$ cat config.mk
export PLATFORM = sky130hd
export DESIGN_NAME = pq_feeder
export DESIGN_NICKNAME = d
export VERILOG_FILES = /design/src/rtl/pq_feeder.sv
export SDC_FILE = /design/constraint.sdc
export NUM_CORES = 1
export LEC_CHECK = 0
export CAP_MARGIN = 15
export CORE_ASPECT_RATIO = 1.2
export CORE_MARGIN = 2
export CORE_UTILIZATION = 55
export CTS_CLUSTER_DIAMETER = 150
export DETAILED_ROUTE_END_ITERATION = 7
export GPL_TIMING_DRIVEN = 0
export MAX_ROUTING_LAYER = met4
export PLACE_DENSITY = 0.82
export SYNTH_ARGS = -nofsm -noshare
export SYNTH_HDL_FRONTEND = slang
export SYNTH_SLANG_ARGS = --single-unit
export TNS_END_PERCENT = 5
$ cat constraint.sdc
create_clock -name clk -period 8.5 [get_ports clk]
set_clock_uncertainty 0.05 [all_clocks]
set_input_delay 2.125 -clock clk [delete_from_list [all_inputs] [get_ports clk]]
set_output_delay 2.125 -clock clk [all_outputs]
set_load 0.01 [all_outputs]
$ cat src/rtl/pq_feeder.sv
// Staging FIFO + command sequencer feeding a register-array priority queue.
// Optional PQ_FEEDER_STATS_EN adds saturating enq/deq/stall counters.
package pq_pkg;
    parameter int KEY_WIDTH = 8;
    parameter int VAL_WIDTH = 8;
endpackage

module pq_feeder
    import pq_pkg::*;
#(
    parameter int FIFO_DEPTH = 4,
    parameter int PQ_CAP     = 8,
    localparam int KV_W      = KEY_WIDTH + VAL_WIDTH
) (
    input  logic            clk,
    input  logic            rst_n,
    input  logic            in_valid,
    input  logic [KV_W-1:0] in_kv,
    output logic            in_ready,
    input  logic            deq_req,
    output logic            out_valid,
    output logic [KV_W-1:0] out_kv,
    input  logic            flush,
    output logic            busy,
    output logic            pq_enq,
    output logic            pq_deq,
    output logic [KV_W-1:0] pq_kvi,
    input  logic [KV_W-1:0] pq_kvo
`ifdef PQ_FEEDER_STATS_EN
    ,
    output logic [15:0]     enq_cnt,
    output logic [15:0]     deq_cnt,
    output logic [15:0]     stall_cnt
`endif
);
    localparam int AW = $clog2(FIFO_DEPTH);
    localparam int CW = AW + 1;
    localparam int OW = $clog2(PQ_CAP + 1);

    typedef enum logic {NORMAL, FLUSH} state_t;

    state_t          state;
    logic [KV_W-1:0] mem [FIFO_DEPTH];
    logic [AW-1:0]   wptr, rptr;
    logic [CW-1:0]   cnt;
    logic [OW-1:0]   occ;
    logic            rdy_en;
    logic            deq_user;
    logic            fifo_full, fifo_empty, normal_go, push, do_enq, do_deq;

    always_comb begin
        fifo_full  = (cnt == CW'(FIFO_DEPTH));
        fifo_empty = (cnt == '0);
        in_ready   = rdy_en & ~fifo_full & (state == NORMAL);
        busy       = (state == FLUSH);
        push       = in_valid & in_ready;
        // No new commands on the flush edge; the staged entries are being dropped.
        normal_go  = (state == NORMAL) & ~flush;
        // A deq is outstanding from issue until its out_valid cycle has passed.
        do_deq     = normal_go & deq_req & (occ != '0) & ~pq_deq & ~out_valid;
        do_enq     = normal_go & ~fifo_empty & ((occ < OW'(PQ_CAP)) | do_deq);
    end

    always_ff @(posedge clk) begin
        if (push) mem[wptr] <= in_kv;
    end

    always_ff @(posedge clk or negedge rst_n) begin
        if (!rst_n) begin
            state     <= NORMAL;
            wptr      <= '0;
            rptr      <= '0;
            cnt       <= '0;
            occ       <= '0;
            rdy_en    <= 1'b0;
            deq_user  <= 1'b0;
            pq_enq    <= 1'b0;
            pq_deq    <= 1'b0;
            pq_kvi    <= '0;
            out_valid <= 1'b0;
            out_kv    <= '0;
        end else begin
            rdy_en    <= 1'b1;
            pq_enq    <= 1'b0;
            pq_deq    <= 1'b0;
            out_valid <= pq_deq & deq_user & (state == NORMAL) & ~flush;
            if (pq_deq & deq_user & (state == NORMAL) & ~flush) out_kv <= pq_kvo;
            case (state)
                NORMAL: begin
                    if (flush) begin
                        state <= FLUSH;
                        wptr  <= '0;
                        rptr  <= '0;
                        cnt   <= '0;
                    end else begin
                        if (push)   wptr <= wptr + 1'b1;
                        if (do_enq) begin
                            rptr   <= rptr + 1'b1;
                            pq_kvi <= mem[rptr];
                        end
                        cnt      <= cnt + CW'(push) - CW'(do_enq);
                        pq_enq   <= do_enq;
                        pq_deq   <= do_deq;
                        deq_user <= do_deq;
                        if (do_enq & ~do_deq)      occ <= occ + 1'b1;
                        else if (do_deq & ~do_enq) occ <= occ - 1'b1;
                    end
                end
                FLUSH: begin
                    deq_user <= 1'b0;
                    if (occ != '0) begin
                        pq_deq <= 1'b1;
                        occ    <= occ - 1'b1;
                    end else if (!pq_enq && !pq_deq) begin
                        state <= NORMAL;
                    end
                end
                default: state <= NORMAL;
            endcase
        end
    end

`ifdef PQ_FEEDER_STATS_EN
    logic iss_enq, iss_deq, stall;

    always_comb begin
        iss_enq = do_enq;
        iss_deq = do_deq | ((state == FLUSH) & (occ != '0));
        stall   = ~fifo_empty & ~do_enq;
    end

    always_ff @(posedge clk or negedge rst_n) begin
        if (!rst_n) begin
            enq_cnt   <= '0;
            deq_cnt   <= '0;
            stall_cnt <= '0;
        end else begin
            if (iss_enq && enq_cnt != 16'hFFFF)   enq_cnt   <= enq_cnt + 1'b1;
            if (iss_deq && deq_cnt != 16'hFFFF)   deq_cnt   <= deq_cnt + 1'b1;
            if (stall && stall_cnt != 16'hFFFF)   stall_cnt <= stall_cnt + 1'b1;
        end
    end
`endif

endmodule

==> key figures <==
Drt
  • Drt total wl: 8310 um
  • Wirelength per Cell: 18.6 um
  • Routed Antenna Nets: 0
  • # DRC: 0
  • DR vias/cell: 5.49
  • Vias: 2,447
  • Initial DRC Count: 102
  • Drt first pass iters: 4

Clock tree
  • Clock-pin slew on the worst setup and hold paths: 50 ps
  • CTS tree: built
  • Post_cts resized: 0
  • Root Buffer: clkbuf_8
  • Clk buf depth: 2
  • Post-CTS setup buffers: 0
  • Num CTS Buffers: 17
  • Clock Latency Late Sink: 500 ps
  • Clock Sink Count: 113
  • Hold Buf Count CTS: 0
  • H-Tree Depth: 4

Logic synthesis
  • Mapped Cells: 247
  • YS warnings: 0
  • Synth area leader: edfxtp_1
  • Synth Area per Inst: 18.2 sq um
  • Largest family of logic cells by synthesized area: multiplexers
  • Ranking of synthesized cells by area: edfxtp_1, dfrtp_1, mux2_2
  • Register area share after synthesis: 70.2%
  • Post-Synth XOR/XNOR Area: 1.17%
  • Share of the synthesized area in the top cell type: 42.9%
  • FF+latch count, synth: 113
  • Synth Area in Adders: 2.68%
  • Mux cell area share after synthesis: 17.0%
  • Netlist Area Pre-Place: 4480 sq um
  • Compound-cell area share of the yosys netlist: 3.57%
  • Yosys cell types: 39
  • Simple-Gate Fraction of Synth Area: 3.35%
  • Synthesized net count: 293

Timing
  • Hold slack: 453 ps
  • Worst rel slew slack: 40.1%
  • Tmin final: 4860 ps
  • Final setup fails: 0
  • Fin Setup TNS: 0 ps
  • Worst slew pin tran: 899 ps
  • Setup slack after layout: 3640 ps
  • Slew Viols, Final: 0
  • Final hold viol count: 0
  • Highest clock rate: 206 MHz
  • Tcrit/Tclk final: 57.1%
  • Unrepaired setup endpoints after global routing: false

Pwr
  • Pwr/cell area: 290 nW/um^2
  • P_leak: 2.35 nW
  • Worst vdd ir: 0.000213 V
  • Total Power: 1.71 mW

Floorplanning
  • # rows: 36
  • Placeable Area: 8020 sq um
  • Die area: 8890 sq um
  • Chip height: 103 um
  • DIE WIDTH: 86.4 um
  • I/O pins: 74
  • Initial core utilization: 55.9%

Worst setup path
  • Startpoint Class: primary input
  • Critical path peak fanout: 10
  • Critical Path End Type: flip-flop
  • Required time worst endpoint: 8820 ps
  • WS Path Type: in2reg
  • Worst path arrival time: 5180 ps

Placed design
  • Dpl ws: 3140 ps
  • Port bufs: 72
  • GPL Wtd Cong: 0.816
  • Hpwl dp: 5270 um

Layout
  • Layout net count: 385
  • Commonest non-fill, non-tap cell in the layout: clkdlybuf4s50_1
  • Antenna Cells: 0
  • Layout area overhead: 31.4%
  • Commonest cells after routing, fill and taps aside: clkdlybuf4s50_1, edfxtp_1, dfrtp_1, mux2_2
  • Share of cells above drive strength 1: 26.5%

Global route
  • GRT Util Overall: 21.0%
  • Initial antenna violation count: 0
  • First-pass GRT wire length: 13,100 um
  • Vias in the first global route: 2,579
  • Total grt overflow: 0
  • Pin count of the biggest net entering global routing: 36

Worst hold path
  • Hold WC Path Type: reg2reg

Job
  • Max Cap Violations: 0

Run status
  • Outcome: finished, final reports clean
## critical path: stages
cell and delay (ps):
clkdlybuf4s50_1 440, nor3b_2 260, nand2_2 160, a211oi_4 620, buf_6 250, ha_1 240
inv_1 60, ha_1 130, inv_1 60, fa_1 380, xor2_1 190, o21ai_0 100
nand2_1 80, o21ai_0 70
## registers in the layout (all words and copies together) (netlist names)
register,count
pq_enq,1
mem,64
wptr,2
rptr,2
rdy_en,1
deq_user,1
occ,4
out_valid,1
out_kv,16
cnt,3
pq_deq,1
pq_kvi,16
busy,1
## report_power, final
group          leakage, nW  internal (mW)  switching [mW]
Sequential            1.22          0.642          0.0498
Clock                0.276          0.435           0.216
Combinational        0.857          0.209           0.157
Total                 2.35           1.29           0.423
## path summary, 6_finish.rpt
check / startpoint / to / slack (ps) / depth (start not counted)
max: deq_req / cnt[2] / 3640 / 14
min: out_kv[0] / out_kv[0] / 450 / 1
max reg2reg: occ[0] / cnt[2] / 5090 / 15
min reg2reg: out_kv[0] / out_kv[0] / 450 / 1
max in group asynchronous: rst_n / out_kv[12] / 6390 / 2
min in group asynchronous: rst_n / out_kv[5] / 1490 / 1
## cells in the mapped netlist, drive strengths merged
cell type  number
edfxtp         64
inv             9
xor2            3
o22ai           2
o21ai           5
o311a           2
fa              1
and3            5
ha              8
o31ai           1
or2             1
nand3           1
nand2           7
nor3b           2
nor3            1
a22o            1
conb            1
or3             2
buf             9
a2111o          1
clkbuf          1
a21oi           4
mux2i           3
mux4           16
xnor2           3
nor2            7
a211oi          2
mux2           33
or3b            1
a31oi           2
dfrtp          49
## routing by layer
metal | global-route usage, % | vias to the layer above | wire [um]
met4 | 8.65 | 0 | 106
met2 | 34.0 | 88 | 4300
met1 | 25.0 | 1232 | 3470
met5 | - | - | 0
met3 | 6.08 | 8 | 437
li1 | - | 1119 | -
## layout make-up
class	instances	area (sq um)
timing repair buffer	73	736
tap	95	119
fill	496	2120
buffer	10	53.8
clock inverter	6	80.1
sequential	113	3150
inverter	9	33.8
multi-input combinational	115	1250
clock buffer	25	474
## logic make-up after synthesis
kind of cell    after synthesis
other cells                   1
mux                          52
fa+ha+maj                     9
simple gates                 27
xor+xnor                      6
buf+inv                      19
compound gates               20
flops                       113
## per-stage QoR
stage | std cells | util [%] | area [sq um]
6_report | 446 | 73.5 | 5890
5_1_grt | 446 | 73.5 | 5890
4_1_cts | 446 | 73.5 | 5890
3_5_place_dp | 415 | 66.6 | 5340
3_3_place_gp | 414 | 66.4 | 5320
2_1_floorplan | 247 | - | 4480
(Power assumes the default switching activity.)
